<file path="config.mk">
export PLATFORM = sky130hd
export DESIGN_NAME = ahb_gpio_bank
export DESIGN_NICKNAME = d
export VERILOG_FILES = /design/src/rtl/ahb_gpio_bank.sv
export SDC_FILE = /design/constraint.sdc
export NUM_CORES = 1
export LEC_CHECK = 0
export CAP_MARGIN = 10
export CELL_PAD_IN_SITES_DETAIL_PLACEMENT = 1
export CELL_PAD_IN_SITES_GLOBAL_PLACEMENT = 2
export CORE_MARGIN = 10
export CORE_UTILIZATION = 28
export DETAILED_ROUTE_END_ITERATION = 8
export PLACE_DENSITY = 0.84
export SYNTH_ARGS = -nofsm -noshare
export SYNTH_HDL_FRONTEND = slang
export SYNTH_SLANG_ARGS = --single-unit
</file>
<file path="constraint.sdc">
create_clock -name HCLK -period 2.65 [get_ports HCLK]
set_clock_uncertainty 0.2 [all_clocks]
set_input_delay 0.53 -clock HCLK [delete_from_list [all_inputs] [get_ports HCLK]]
set_output_delay 0.53 -clock HCLK [all_outputs]
set_load 0.05 [all_outputs]
</file>
<file path="src/rtl/ahb_gpio_bank.sv">
// ahb_gpio_bank
// -----------------------------------------------------------------------------
// AHB-Lite GPIO bank with GPIO_W pins. Each pin has an output data bit (OUT)
// and a direction bit (DIR). Outputs can be updated atomically through the
// SET/CLR/TGL aliases. Pin inputs pass through a SYNC_STAGES-deep
// synchroniser. The synchronised value feeds per-bit rise/fall edge detectors.
// Detected edges are latched in IRQ_STAT (write-1-to-clear), and irq is the
// OR of all IRQ_STAT bits.
//
// Register map (offset = HADDR[7:0]):
//   0x00 OUT      RW   0x04 IN       RO   0x08 DIR      RW
//   0x0C SET      WO   0x10 CLR      WO   0x14 TGL      WO
//   0x18 RISE_EN  RW   0x1C FALL_EN  RW   0x20 IRQ_STAT R/W1C
//
// Ports:
//   HCLK, HRESETn        bus clock, asynchronous active-low reset
//   HSEL, HADDR, HTRANS  AHB-Lite address phase (HSIZE/HPROT are ignored)
//   HWRITE, HWDATA       write direction and data-phase write data
//   HREADY               bus ready in; HREADYOUT is always 1 (no wait states)
//   HRDATA, HRESP        read data (0 outside a read data phase), always OKAY
//   gpio_out, gpio_oe    pin output data and per-pin output enable
//   gpio_in              asynchronous pin inputs
//   irq                  level interrupt, OR of IRQ_STAT
// -----------------------------------------------------------------------------
module ahb_gpio_bank #(
  parameter int unsigned GPIO_W      = 8,
  parameter int unsigned SYNC_STAGES = 2
) (
  input  logic              HCLK,
  input  logic              HRESETn,
  input  logic              HSEL,
  input  logic [31:0]       HADDR,
  input  logic [1:0]        HTRANS,
  input  logic [2:0]        HSIZE,
  input  logic [3:0]        HPROT,
  input  logic              HWRITE,
  input  logic [31:0]       HWDATA,
  input  logic              HREADY,
  output logic              HREADYOUT,
  output logic [31:0]       HRDATA,
  output logic              HRESP,
  output logic [GPIO_W-1:0] gpio_out,
  output logic [GPIO_W-1:0] gpio_oe,
  input  logic [GPIO_W-1:0] gpio_in,
  output logic              irq
);

  localparam logic [7:0] OFF_OUT   = 8'h00;
  localparam logic [7:0] OFF_IN    = 8'h04;
  localparam logic [7:0] OFF_DIR   = 8'h08;
  localparam logic [7:0] OFF_SET   = 8'h0C;
  localparam logic [7:0] OFF_CLR   = 8'h10;
  localparam logic [7:0] OFF_TGL   = 8'h14;
  localparam logic [7:0] OFF_RISE  = 8'h18;
  localparam logic [7:0] OFF_FALL  = 8'h1C;
  localparam logic [7:0] OFF_STAT  = 8'h20;

  localparam int unsigned CHAIN_W = SYNC_STAGES * GPIO_W;

  // Address-phase capture
  logic              xfer_accept;
  logic [7:0]        addr_reg;
  logic              rd_reg;
  logic              wr_reg;

  // Programmer-visible state
  logic [GPIO_W-1:0] out_reg,      out_next;
  logic [GPIO_W-1:0] dir_reg,      dir_next;
  logic [GPIO_W-1:0] rise_en_reg,  rise_en_next;
  logic [GPIO_W-1:0] fall_en_reg,  fall_en_next;
  logic [GPIO_W-1:0] irq_stat_reg, irq_stat_next;

  // Input synchroniser: newest sample in the low slice, oldest in the top slice
  logic [CHAIN_W-1:0] sync_chain_reg;
  logic [GPIO_W-1:0]  sync_val;
  logic [GPIO_W-1:0]  sync_d_reg;
  logic [GPIO_W-1:0]  edge_evt;

  logic [GPIO_W-1:0] wdata;
  logic [GPIO_W-1:0] w1c_mask;
  logic [GPIO_W-1:0] rd_val;

  // Transfer attributes, width and protection carry no meaning for this block.
  logic unused_inputs;
  assign unused_inputs = ^{HSIZE, HPROT, HADDR[31:8], HTRANS[0], HWDATA};

  assign xfer_accept = HSEL & HTRANS[1] & HREADY;
  assign wdata       = HWDATA[GPIO_W-1:0];

  // ---------------------------------------------------------------------------
  // Address phase: flags last exactly one data phase unless re-armed.
  // ---------------------------------------------------------------------------
  always_ff @(posedge HCLK or negedge HRESETn) begin
    if (!HRESETn) begin
      addr_reg <= '0;
      rd_reg   <= 1'b0;
      wr_reg   <= 1'b0;
    end else begin
      rd_reg <= xfer_accept & ~HWRITE;
      wr_reg <= xfer_accept & HWRITE;
      if (xfer_accept) begin
        addr_reg <= HADDR[7:0];
      end
    end
  end

  // ---------------------------------------------------------------------------
  // Synchroniser and one-cycle delayed copy for edge detection
  // ---------------------------------------------------------------------------
  always_ff @(posedge HCLK or negedge HRESETn) begin
    if (!HRESETn) begin
      sync_chain_reg <= '0;
      sync_d_reg     <= '0;
    end else begin
      sync_chain_reg <= {sync_chain_reg[CHAIN_W-GPIO_W-1:0], gpio_in};
      sync_d_reg     <= sync_val;
    end
  end

  assign sync_val = sync_chain_reg[CHAIN_W-1 -: GPIO_W];

  genvar gi;
  generate
    for (gi = 0; gi < GPIO_W; gi++) begin : g_edge
      assign edge_evt[gi] = (sync_val[gi] & ~sync_d_reg[gi] & rise_en_reg[gi])
                          | (~sync_val[gi] & sync_d_reg[gi] & fall_en_reg[gi]);
    end
  endgenerate

  // ---------------------------------------------------------------------------
  // Data-phase write decode. The write lands on the edge that closes the data
  // phase, so a read in the following data phase already sees it.
  // ---------------------------------------------------------------------------
  always_comb begin
    out_next     = out_reg;
    dir_next     = dir_reg;
    rise_en_next = rise_en_reg;
    fall_en_next = fall_en_reg;
    w1c_mask     = '0;
    if (wr_reg) begin
      case (addr_reg)
        OFF_OUT:  out_next     = wdata;
        OFF_DIR:  dir_next     = wdata;
        OFF_SET:  out_next     = out_reg | wdata;
        OFF_CLR:  out_next     = out_reg & ~wdata;
        OFF_TGL:  out_next     = out_reg ^ wdata;
        OFF_RISE: rise_en_next = wdata;
        OFF_FALL: fall_en_next = wdata;
        OFF_STAT: w1c_mask     = wdata;
        default:  ;
      endcase
    end
    // A new edge takes priority over a same-cycle clear of that bit.
    irq_stat_next = (irq_stat_reg & ~w1c_mask) | edge_evt;
  end

  always_ff @(posedge HCLK or negedge HRESETn) begin
    if (!HRESETn) begin
      out_reg      <= '0;
      dir_reg      <= '0;
      rise_en_reg  <= '0;
      fall_en_reg  <= '0;
      irq_stat_reg <= '0;
    end else begin
      out_reg      <= out_next;
      dir_reg      <= dir_next;
      rise_en_reg  <= rise_en_next;
      fall_en_reg  <= fall_en_next;
      irq_stat_reg <= irq_stat_next;
    end
  end

  // ---------------------------------------------------------------------------
  // Read path: combinational from the registered address, zero otherwise.
  // ---------------------------------------------------------------------------
  always_comb begin
    case (addr_reg)
      OFF_OUT:  rd_val = out_reg;
      OFF_IN:   rd_val = sync_val;
      OFF_DIR:  rd_val = dir_reg;
      OFF_RISE: rd_val = rise_en_reg;
      OFF_FALL: rd_val = fall_en_reg;
      OFF_STAT: rd_val = irq_stat_reg;
      default:  rd_val = '0;
    endcase
  end

  always_comb begin
    HRDATA = '0;
    if (rd_reg) begin
      HRDATA[GPIO_W-1:0] = rd_val;
    end
  end

  assign HREADYOUT = 1'b1;
  assign HRESP     = 1'b0;
  assign gpio_out  = out_reg;
  assign gpio_oe   = dir_reg;
  assign irq       = |irq_stat_reg;

endmodule

</file>
# Word level (Yosys, flattened, before mapping)
# Cells that the tools add are included.
# totals
regBits	74
latch_bits	0
mem_bits_rw	0
mem_bits_ro	0
in_bits	86
output_inout_bits	51
wordCells	98
memories	0
# classes
n_addsub	0
mul	0
div	0
magnitude_cmp	0
n_eq_ne	8
n_shift	0
mux	5
n_bitwise	68
reduce_logical	7
# op_table
operator	n
$pmux 8 s6	1
$and 1x1->1	36
$eq 8x5->1 const B	4
$pmux 8 s4	1
$mux 8	3
$not 1->1	17
$and 8x8->8	2
$eq 8x4->1 const B	2
$not 8->8	2
$or 8x8->8	2
$eq 8x3->1 const B	1
$eq 8x6->1 const B	1
$logic_not 8->1	1
$or 1x1->1	8
$reduce_and 2->1	4
$reduce_or 8->1	1
$xor 8x8->8	1
$reduce_bool 4->1	1

# Depth between registers and ports, before layout
# Gate-level depths: netlist of run 1.
# depth
depth_word	6
ltp_mapped	7
ltp_nobuf	6

# Worst setup path after synthesis of run 1
# Ideal clock, no wire load.
# synth_path
path_type	reg-to-output
start	register addr_reg[7]
end	output port HRDATA[6]
arrival_time_ps	2166
required_time_ps	1920
path_slack_ps	-246
path_stages_with_launch	5
path_cell_list	dfrtp_1 or4_1 nor3_1 o21ai_0 a31oi_1
# synth_between
elab_chain_len	3
# synth_lines
element	line_no	source
start, declared	62	logic [7:0] addr_reg;
start signal, assigned	102	addr_reg <= HADDR[7:0];
$eq 8x6->1, or another cell as far along	177	case (addr_reg)
$pmux 8 s6 (*)	177	
$mux 8 (*)	190	if (rd_reg) begin
end, declared	40	output logic [31:0] HRDATA,
# Every way passes the cells marked *; elsewhere a longest branch is shown, timed or not.

# Final worst setup path of run 1
# layout_path
start	register addr_reg[7]
end	output port HRDATA[1]
# The elaborated chain is that of the path after synthesis.

==> reports/qor.csv, run 1 <==
metric;value;unit
status;finished with violations;
failing checks;negative setup slack;
clock sink total;74;
first-pass GRT wire length;18300;um
most frequent cells in the layout;dfrtp_1 (70), clkdlybuf4s50_1 (44), mux2_2 (41);
drt first pass iters;4;
GR Util met2;21.8;%
Area growth syn-to-layout;34.1;%
CP top delay family;simple AND/OR/NAND/NOR gates;
Area after DPL;4750;um^2
Yosys cell types;47;
#FFs+latches synth;74;
grt total ovfl;0;
fmax;350;MHz
Hold WC Path Type;reg2reg;
Pint;0.00228;W
crit-path max FO;4;
Starting Density;28.3;%
Syn Area/Cell;11.0;um^2
dpl hpwl;8850;um
Synth Flop Type;dfrtp_1;
fillers;1548;
FF/Latch Area;1860;um^2
vias in the first global route;3275;
ys async rst share;100;%
VDD IR max;0.000387;V
fin crit share;108;%
Num CTS Buffers;9;
Die Area;19000;um^2
GR Util met1;14.6;%
Die X;138;um
Flop pwr share;39.6;%
TritonCTS clock tree;done;
GPL Wtd Cong;0.842;
Site Rows;43;
largest net degree at the start of global routing;37;
Tmin final;2.86;ns
footprint of the multi-input gates;1970;um^2
initial antenna violation count;0;
grt peak-use layer;met2;
clock-pin slew on the worst setup and hold paths;0.05;ns
most common cell after layout, fill and taps aside;dfrtp_1;
Mapped Cells;353;
vias per inst;4.71;
IO Count;137;
layout cell share with drive strength beyond 1;28.0;%
clk root buf;clkbuf_16;
Slew @ Worst Pin;0.615;ns
antenna diode count;0;
Data required, critical path;1.92;ns
Final Hold Viols;0;
CP Launch Type;flip-flop;
Core Area;13800;um^2
YS warnings;0;
Gate power share;25.2;%
Routed WL;11800;um
Max Slew Vio Count;0;
Die H;138;um
vias;2897;
placed cell count;592;
slowest CP cell;dfrtp_2;
deepest clock path buffer count;2;
max reg flops;16;
Largest stage delay, worst path;0.43;ns
antenna viol nets, final;0;
Worst setup EP type;output port;
leakage power;2.16;nW
PwrDens;646;nW/um^2
Total GRT Usage;12.6;%
switching part of the total;32.6;%
Final Non-Filler Cells;615;
NumNets Final;532;
Post-synth EDFFs;0;
DR iter-0 viols;147;
P_sw;0.00110;W
IO Port Bufs;54;
RSZ-0062 raised after global routing;yes;
Clk pwr share;35.2;%
critical path arrival;2.13;ns
drt drc;0;
DR WL/cell;19.1;um
Worst Path Buf+Inv;2;
synthesized area;3900;um^2
Slew Limit Headroom;58.9;%
final worst setup slack;-0.206;ns
Skew-Pair Late Insertion Delay;0.34;ns
met3 usage;4.31;%
Final Cell Area;5230;um^2
worst-path cell chain;buf_6 -> nor4_4 -> nand2_1 -> or3_4 -> a41oi_4 -> buf_12;
register area share after synthesis;47.5;%
H-tree levels;3;
max_cap viols;0;
critical path class;reg2out;
Final Setup Violations;8;
-- worst register-to-register path, delay by kind of cell (launching register included) --
family	cells	cell delay, ns
flops	1	0.46
simple gates	2	0.63
mux	1	0.45
xor+xnor	1	0.14
buf+inv	1	0.26
-- synthesized netlist by cell type, drive strengths merged, types with 2 or more instances --
cell	number	area share, %
a21o	9	1.7
a21oi	6	0.77
nand3	14	1.9
and3	4	0.64
ha	16	5.1
a2bb2oi	3	0.67
o21ai	21	2.7
inv	18	1.7
nor2	8	0.77
buf	35	6.1
a22o	3	0.71
a31oi	2	0.32
nand2	35	3.6
and2	6	1.0
nor4b	3	1.4
nor2b	4	0.64
mux2	41	12
nand3b	10	1.9
a22oi	6	1.2
conb	2	0.19
dfrtp	74	48
o221ai	8	1.8
nor4	4	1.2
nand2b	2	0.32
mux2i	5	1.3
nor3	4	0.64
-- per-stage QoR --
step                total power [W]  hold WS [ns]  setup WS [ns]  utilization, %  setup TNS (ns)
floorplan                   0.00185        0.0344        0.00917               -               0
global placement            0.00209         0.134         0.0359            34.5               0
detailed placement          0.00213         0.136         -0.105            34.5          -0.274
CTS                         0.00340         0.150         -0.222            37.6           -1.53
global route                0.00354         0.163         -0.291            37.9           -2.05
finish                      0.00338         0.149         -0.206            37.9           -1.41
-- layout make-up --
class	count	share of cell area [%]
multi-input cells	250	37.7
flip-flops and latches	74	35.5
repair buffers	77	15.6
clock buffers	12	5.10
well taps	180	4.31
inverters	18	1.29
clock inverters	4	0.479
-- kinds of logic (layout without fill, tap and decap cells) --
logic type,after synthesis,count (layout),synth area share (%)
simple gates,98,98,14.8
buf+inv,53,111,7.87
mux,46,46,13.1
compound gates,63,63,11.1
other cells,2,26,0.193
fa+ha+maj,16,16,5.14
xor+xnor,1,1,0.225
flops,74,74,47.5
-- repair_timing --
action | 4_1_cts | 5_1_grt
hold buffers | 1 | 0
setup endpoints to repair | 9 | 8
pin swaps | 9 | 4
setup buffers | 6 | 0
gates resized for setup | 24 | 11
hold endpoints to repair | 34 | 0
-- final timing paths --
kind | startpoint | to | slack [ns] | cells past startpoint
worst max-delay path | addr_reg[7] | HRDATA[1] | -0.21 | 6
min in group asynchronous | HRESETn | sync_chain_reg[7] | 0.50 | 2
max in group asynchronous | HRESETn | rise_en_reg[0] | 1.17 | 3
worst min-delay path | sync_chain_reg[4] | sync_chain_reg[12] | 0.15 | 0
worst max register to register | addr_reg[2] | gpio_out[1] | 0.40 | 5
worst min register to register | sync_chain_reg[4] | sync_chain_reg[12] | 0.15 | 0
-- power groups by stage --
stage	Combinational, W	Clock (W)	Sequential (W)
floorplan	0.000433	0	0.00142
global placement	0.000751	0	0.00134
detailed placement	0.000775	0	0.00135
CTS	0.000840	0.00123	0.00133
global route	0.000918	0.00127	0.00135
finish	0.000851	0.00119	0.00134
-- metal layers --
layer  share of wire, %  wire [um]
met1                 41       4800
met2                 52       6120
met3                6.2        732
met4                1.0        119
met5                  0          0
No activity file was read; power rests on OpenSTA's default activity.
==> run 2, diff against run 1 <==
- CTS_CLUSTER_SIZE: not set -> 14
==> results of run 2 <==
Final layout, timing and power as in run 1 (identical DEF).
